File: src/rtl/ysyx_22050854_dsram_rd_arbiter.sv
// ysyx_22050854_dsram_rd_arbiter
// Read-channel arbiter that shares one data SRAM slave between two masters,
// m0 (IFU) and m1 (LSU). Only one slave transaction is outstanding at a time.
// On a tie, the master that was not granted last wins (round-robin).
//
// Ports
//   clk, rst                    : clock, synchronous active-high reset
//   mX_araddr/arvalid/arready   : per-master read-address channel
//   mX_rdata/rvalid/rready      : per-master read-data channel
//   s_araddr/arvalid/arready    : address channel to the SRAM
//   s_rdata/rresp/rvalid/rready : data channel from the SRAM
//   owner                       : current or last grantee (0 = m0, 1 = m1)
//   busy                        : a transaction is outstanding
//   timeout                     : one-cycle pulse when the watchdog aborts
module ysyx_22050854_dsram_rd_arbiter (
  input  logic        clk,
  input  logic        rst,
  input  logic [31:0] m0_araddr,
  input  logic        m0_arvalid,
  output logic        m0_arready,
  output logic [63:0] m0_rdata,
  output logic        m0_rvalid,
  input  logic        m0_rready,
  input  logic [31:0] m1_araddr,
  input  logic        m1_arvalid,
  output logic        m1_arready,
  output logic [63:0] m1_rdata,
  output logic        m1_rvalid,
  input  logic        m1_rready,
  output logic [31:0] s_araddr,
  output logic        s_arvalid,
  input  logic        s_arready,
  input  logic [63:0] s_rdata,
  input  logic        s_rresp,
  input  logic        s_rvalid,
  output logic        s_rready,
  output logic        owner,
  output logic        busy,
  output logic        timeout
);

  typedef enum logic [1:0] {IDLE, ADDR, DATA} state_t;

  state_t      state_q, state_d;
  logic        owner_q, owner_d;
  logic        last_q, last_d;
  logic        timeout_q, timeout_d;
  logic [31:0] addr_q, addr_d;
  logic [7:0]  wd_q, wd_d;

  logic       pick1;
  logic       grant;
  logic       beat;
  logic       own_rready;
  logic [7:0] wd_inc;
  logic       abort;
  logic       data_ok;

  always_comb begin
    // m1 wins if it is the only requester, or on a tie when m0 was granted last.
    pick1      = m1_arvalid & (~m0_arvalid | ~last_q);
    grant      = (state_q == IDLE) & (m0_arvalid | m1_arvalid);
    beat       = s_rvalid & s_rresp;
    own_rready = owner_q ? m1_rready : m0_rready;
    wd_inc     = wd_q + 8'd1;
    // Abort on the edge where the watchdog reaches 255; this wins over any
    // handshake completing in the same cycle.
    abort      = (state_q != IDLE) & (wd_inc == 8'hFF);

    state_d   = state_q;
    owner_d   = owner_q;
    last_d    = last_q;
    addr_d    = addr_q;
    wd_d      = wd_q;
    timeout_d = 1'b0;

    unique case (state_q)
      IDLE: begin
        if (grant) begin
          state_d = ADDR;
          owner_d = pick1;
          last_d  = pick1;
          addr_d  = pick1 ? m1_araddr : m0_araddr;
          wd_d    = '0;
        end
      end
      ADDR: begin
        wd_d = wd_inc;
        if (abort) begin
          state_d   = IDLE;
          timeout_d = 1'b1;
        end else if (s_arready) begin
          state_d = DATA;
        end
      end
      DATA: begin
        wd_d = wd_inc;
        if (abort) begin
          state_d   = IDLE;
          timeout_d = 1'b1;
        end else if (beat & own_rready) begin
          state_d = IDLE;
        end
      end
      default: state_d = IDLE;
    endcase
  end

  always_ff @(posedge clk) begin
    if (rst) begin
      state_q   <= IDLE;
      owner_q   <= 1'b0;
      last_q    <= 1'b1;
      addr_q    <= '0;
      wd_q      <= '0;
      timeout_q <= 1'b0;
    end else begin
      state_q   <= state_d;
      owner_q   <= owner_d;
      last_q    <= last_d;
      addr_q    <= addr_d;
      wd_q      <= wd_d;
      timeout_q <= timeout_d;
    end
  end

  // Handshake outputs are masked by rst so a reset cycle never grants,
  // issues or delivers anything.
  always_comb begin
    data_ok    = ~rst & (state_q == DATA) & ~abort;
    m0_arready = ~rst & grant & ~pick1;
    m1_arready = ~rst & grant & pick1;
    s_arvalid  = ~rst & (state_q == ADDR);
    s_araddr   = addr_q;
    m0_rvalid  = data_ok & ~owner_q & beat;
    m1_rvalid  = data_ok & owner_q & beat;
    s_rready   = data_ok & own_rready;
    m0_rdata   = s_rdata;
    m1_rdata   = s_rdata;
    owner      = owner_q;
    busy       = (state_q != IDLE);
    timeout    = timeout_q;
  end

endmodule

File: config.mk
export PLATFORM = sky130hd
export DESIGN_NAME = ysyx_22050854_dsram_rd_arbiter
export DESIGN_NICKNAME = d
export VERILOG_FILES = /design/src/rtl/ysyx_22050854_dsram_rd_arbiter.sv
export SDC_FILE = /design/constraint.sdc
export NUM_CORES = 1
export LEC_CHECK = 0
export CORE_AREA = 2 2 119 121
export CTS_BUF_LIST = sky130_fd_sc_hd__clkbuf_2 sky130_fd_sc_hd__clkbuf_4 sky130_fd_sc_hd__clkbuf_8
export CTS_CLUSTER_SIZE = 25
export DETAILED_ROUTE_END_ITERATION = 16
export DIE_AREA = 0 0 121 123
export GPL_ROUTABILITY_DRIVEN = 0
export PLACE_DENSITY = 0.67
export SLEW_MARGIN = 20
export SYNTH_ARGS = -nofsm -noshare
export SYNTH_HDL_FRONTEND = slang
export SYNTH_SLANG_ARGS = --single-unit
export TNS_END_PERCENT = 1
File: constraint.sdc
create_clock -name clk -period 5.35 [get_ports clk]
set_input_delay 1.07 -clock clk [delete_from_list [all_inputs] [get_ports clk]]
set_output_delay 1.07 -clock clk [all_outputs]
set_load 0.03 [all_outputs]
Yosys cells after proc, flatten, opt, wreduce, memory -nomap -nowiden
Index checks and enable logic that the tools add are counted.
{ "word_totals": {"word_cells": 57, "output_inout_bits": 169, "in_bits": 137, "reg_bits": 45} }
{ "classes": {"muxes": 11, "n_reduce_logical": 8, "n_eq_ne": 6, "add_sub_neg": 1, "bitwise_logic": 25} }
{ "ops": {"columns": ["op", "n"], "rows": [
  ["$mux 32", 1],
  ["$and 1x1->1", 16],
  ["$pmux 8 s2", 1],
  ["$mux 2", 5],
  ["$add 8x1->8 const B", 1],
  ["$eq 8x8->1 const B", 1],
  ["$mux 8", 1],
  ["$not 1->1", 7],
  ["$ne 3x3->1 const B", 2],
  ["$pmux 2 s3", 1],
  ["$reduce_and 2->1", 2],
  ["$reduce_bool 2->1", 2],
  ["$reduce_or 2->1", 2],
  ["$reduce_and 3->1", 1],
  ["$eq 2x1->1 const B", 1],
  ["$eq 2x2->1 const B", 1],
  ["$logic_not 2->1", 1],
  ["$mux 1", 2],
  ["$ne 2x2->1 const B", 1],
  ["$or 1x1->1", 2]
]} }

Logic depth before layout (Yosys ltp)
{ "logic_depth": {"ltp_word": 7, "ltp_mapped": 8, "depth_no_buf": 7} }

Worst setup path before layout
Ideal clock, no wire load.
{ "synth_timing": {"path_kind": "input to output", "startpoint": "input port rst", "endpoint": "output port m1_rvalid", "required_time_ns": 4.280, "setup_slack_ns": 1.784, "stages": 3, "n_path_buf": 2, "arrival_time_ns": 2.496, "cell_sequence": "clkbuf_1 clkbuf_1 nor4b_1"} }
{ "synth_via": {"elab_chain_len": 5} }
{ "synth_lines": {"columns": ["element", "line", "text"], "rows": [
  ["from (decl)", "17", "input logic rst,"],
  ["$not 1->1", "130", "data_ok = ~rst & (state_q == DATA) & ~abort;"],
  ["$and 1x1->1 (2 in a row)", "130", null],
  ["$and 1x1->1 (2 in a row)", "136", "m1_rvalid = data_ok & owner_q & beat;"],
  ["to (decl)", "28", "output logic m1_rvalid,"]
]} }
Every way passes these cells.

Worst setup path in the final report
{ "layout_timing": {"startpoint": "input port m1_arvalid", "endpoint": "output port m1_arready"} }
{ "layout_via": {"elab_chain_len": 4, "elab_cells_between_ends": 5, "cone_classes": "bitwise (5)"} }
{ "layout_lines": {"columns": ["element", "line", "text"], "rows": [
  ["from (decl)", "25", "input logic m1_arvalid,"],
  ["$or 1x1->1", "62", "grant = (state_q == IDLE) & (m0_arvalid | m1_arvalid);"],
  ["$and 1x1->1", "62", null],
  ["$and 1x1->1", "132", "m1_arready = ~rst & grant & pick1;"],
  ["$and 1x1->1 (*)", "132", null],
  ["to (decl)", "26", "output logic m1_arready,"]
]} }
Mark *: on every way between the ends. The rest lies on a longest branch, timed or not.

==> flow_metrics.py <==
metrics = {
    "worst_setup_path": {
        "rrSetupSlack_ps": 3290,
        "endpoint_kind": "output pin",
        "r2r-end": "s_araddr[29]$_SDFFE_PP0P_",
        "r2r-start": "state_q[0]$_SDFFE_PP0P_",
        "startpoint_type": "input port",
        "crit_fanout": 4,
        "crit_type": "input port to output pin",
        "critPathRequiredTime_ps": 4280,
        "cp.arrival_ps": 2840,
        "rr_worst_depth": 7,
    },
    "place": {
        "port_buffers": 113,
        "place_inst": 526,
        "place_hpwl_um": 5710,
    },
    "floorplan": {
        "die_area_um2": 14900,
        "rows": 43,
        "die_width_um": 121,
        "die_h_um": 123,
        "core-area_um2": 13600,
        "io_pins": 306,
        "start_util": 0.235,
    },
    "worst_hold_path": {
        "hold_depth": 1,
        "whs_endpoint": "wd_q[7]$_SDFFE_PP0P_",
        "hold_path_class": "register to register",
        "min_from": "wd_q[7]$_SDFFE_PP0P_",
    },
    "clock_network": {
        "htreeDepth": 2,
        "ctsResizeCount": 0,
        "cts_tree": "yes",
        "clkLatencyLatePin_ps": 310,
        "cts_root_buffer": "clkbuf_8",
        "cts_buffers": 5,
        "clockBufferDepth": 2,
        "post-cts-setup-buffers": 0,
        "cts_hold_buf": 0,
        "clkTransAtPathRegs_ps": 90,
        "clkSinkCount": 45,
    },
    "synth": {
        "ys_seq_elements": 45,
        "syn_avg_cell_area_um2": 8.55,
        "ys_types": 38,
        "syn-num-nets": 518,
        "synth_warnings": 0,
        "synth_area_um2": 3210,
        "synthCells": 375,
        "ys_seq_area_frac": 0.281,
    },
    "power": {
        "p_int_w": 0.000872,
        "p_seq_frac": 0.321,
        "switchingPower_w": 0.000659,
        "sw_frac_of_total": 0.431,
        "pwr-share-clk": 0.146,
        "power_density_nw_per_um2": 422,
        "power_frac_comb": 0.533,
        "power.leakage_nw": 1.31,
        "ir_drop_mv": 0.121,
    },
    "cells_and_area": {
        "final_cells": 533,
        "diodes": 0,
        "nets": 496,
        "drive_above_1_share": 0.0567,
        "syn2layout_area_growth_pct": 13.1,
    },
    "global_routing": {
        "grt_antenna_before_repair": 0,
        "gr-usage-all-layers": 0.0969,
        "grt_max_degree": 65,
        "grt.overflow.total": 0,
        "grt_pass1_wl_um": 11100,
        "grt_pass1_vias": 2309,
    },
    "sta": {
        "rsz0062_at_grt": "false",
        "setup_viol": 0,
        "fin_crit_sh": 0.730,
        "hold_viol": 0,
        "max_clock_freq_ghz": 0.256,
        "slew-limit-headroom": 0.574,
        "finClkSkew_ps": 5.32,
        "slew_violations": 0,
        "min_period_ps": 3910,
        "worst-slew-pin-transition_ps": 639,
        "final.setup.tns_ps": 0,
    },
    "routing": {
        "drtIter0Drc": 41,
        "drcViolationCount": 0,
        "via_per_inst": 4.31,
        "vias": 2298,
        "postRouteAntennaNets": 0,
        "dr.pass1.iters": 4,
        "drt-total-wl_um": 7450,
        "post_drt_wl_per_cell_um": 14.0,
    },
    "job": {
        "drv_cap": 0,
    },
    "run_status": {
        "status": "complete, no violations",
    },
}
cell type report:
type	count	area [µm²]
clock inverter	1	7.51
tap	180	225
multi-input combinational	180	1240
fill	1448	9990
timing repair buffer	116	1150
inverter	5	18.8
clock buffer	6	82.6
sequential	45	901
flip-flops by register name, summed over array words and instances, names as in the netlist:
signal / count
wd_q: 8
s_araddr: 32
last_q: 1
owner: 1
timeout: 1
state_q: 2
power by group through the flow:
| stage | registers [W] | logic, W | clock network [W] |
|---|---|---|---|
| floorplan | 0.000648 | 0.000541 | 0 |
| CTS | 0.000493 | 0.000827 | 0.000244 |
| finish | 0.000492 | 0.000816 | 0.000223 |
| detailed placement | 0.000499 | 0.000825 | 0 |
| global route | 0.000505 | 0.000881 | 0.000255 |
| global placement | 0.000492 | 0.000807 | 0 |
stage by stage:
step / total power [W] / hold WS (ps) / worst slack (ps) / area (µm²) / util
floorplan: 0.00119 / 440 / 1780 / 3210 / -
global placement: 0.00130 / 459 / 1550 / 3530 / 0.260
detailed placement: 0.00132 / 470 / 1460 / 3530 / 0.260
CTS: 0.00156 / 485 / 1450 / 3620 / 0.266
global route: 0.00164 / 503 / 1360 / 3620 / 0.266
finish: 0.00153 / 487 / 1440 / 3620 / 0.266
cell usage in the layout (no fill, tap or decap), types with 6 or more instances in the layout:
master / count
o21ai_0: 6
clkbuf_8: 6
a211oi_1: 32
nand2_1: 8
mux2i_1: 34
nor2_1: 45
ha_1: 6
dfxtp_1: 45
a21oi_1: 9
clkdlybuf4s50_1: 112
metal layers:
metal | up-vias | share of wire | track usage
met4 | 0 | 0.045 | 0.0719
li1 | 1102 | - | -
met5 | - | 0 | 0
met3 | 42 | 0.091 | 0.0314
met2 | 102 | 0.49 | 0.168
met1 | 1052 | 0.37 | 0.0976
synthesized netlist by cell type, drive strengths merged:
cell | n | area, µm²
or3b | 1 | 11.3
mux2i | 34 | 340
and3 | 3 | 18.8
or2 | 1 | 6.26
nand2 | 8 | 30.0
o21bai | 1 | 7.51
nor4 | 3 | 18.8
o2111a | 1 | 11.3
and2b | 1 | 8.76
o21ai | 6 | 30.0
nor2b | 1 | 6.26
nand3b | 3 | 22.5
nand2b | 5 | 31.3
a21oi | 9 | 45.0
o2111ai | 1 | 8.76
ha | 6 | 75.1
clkbuf | 7 | 26.3
nand3 | 3 | 15.0
a211oi | 32 | 240
dfxtp | 45 | 901
a2111oi | 1 | 15.0
buf | 138 | 1040
a21bo | 1 | 10.0
a311oi | 2 | 17.5
inv | 5 | 18.8
a22oi | 1 | 7.51
and2 | 3 | 22.5
nor3b | 2 | 15.0
nor3 | 1 | 5.00
nor2 | 46 | 173
nor4b | 1 | 8.76
a31oi | 1 | 6.26
o21a | 1 | 7.51
a21boi | 1 | 7.51
cell families (layout without fill, tap and decap cells):
| kind of cell | after synthesis | in the layout | synth area share |
|---|---|---|---|
| AO/OA/AOI/OAI | 58 | 58 | 0.129 |
| buffers and inverters | 150 | 128 | 0.338 |
| multiplexers | 34 | 34 | 0.106 |
| adder cells (fa/ha/maj) | 6 | 6 | 0.0234 |
| AND/OR/NAND/NOR | 82 | 82 | 0.123 |
| flip-flops | 45 | 45 | 0.281 |
worst max-delay path by stage:
stage / to / depth (start not counted) / slack [ps] / startpoint
floorplan: m1_rvalid / 3 / 1780 / rst
detailed placement: m1_arready / 4 / 1460 / m1_arvalid
finish: m1_arready / 4 / 1440 / m1_arvalid
global placement: m1_arready / 4 / 1550 / m1_arvalid
CTS: m1_arready / 4 / 1450 / m1_arvalid
global route: m1_rvalid / 7 / 1360 / wd_q[0]$_SDFFE_PP0P_
worst max-delay path, stage by stage:
cell	delay, ps
clkdlybuf4s50_1	530
a21boi_4	210
nor3b_1	290
clkdlybuf4s50_1	750
(Power assumes the default switching activity.)
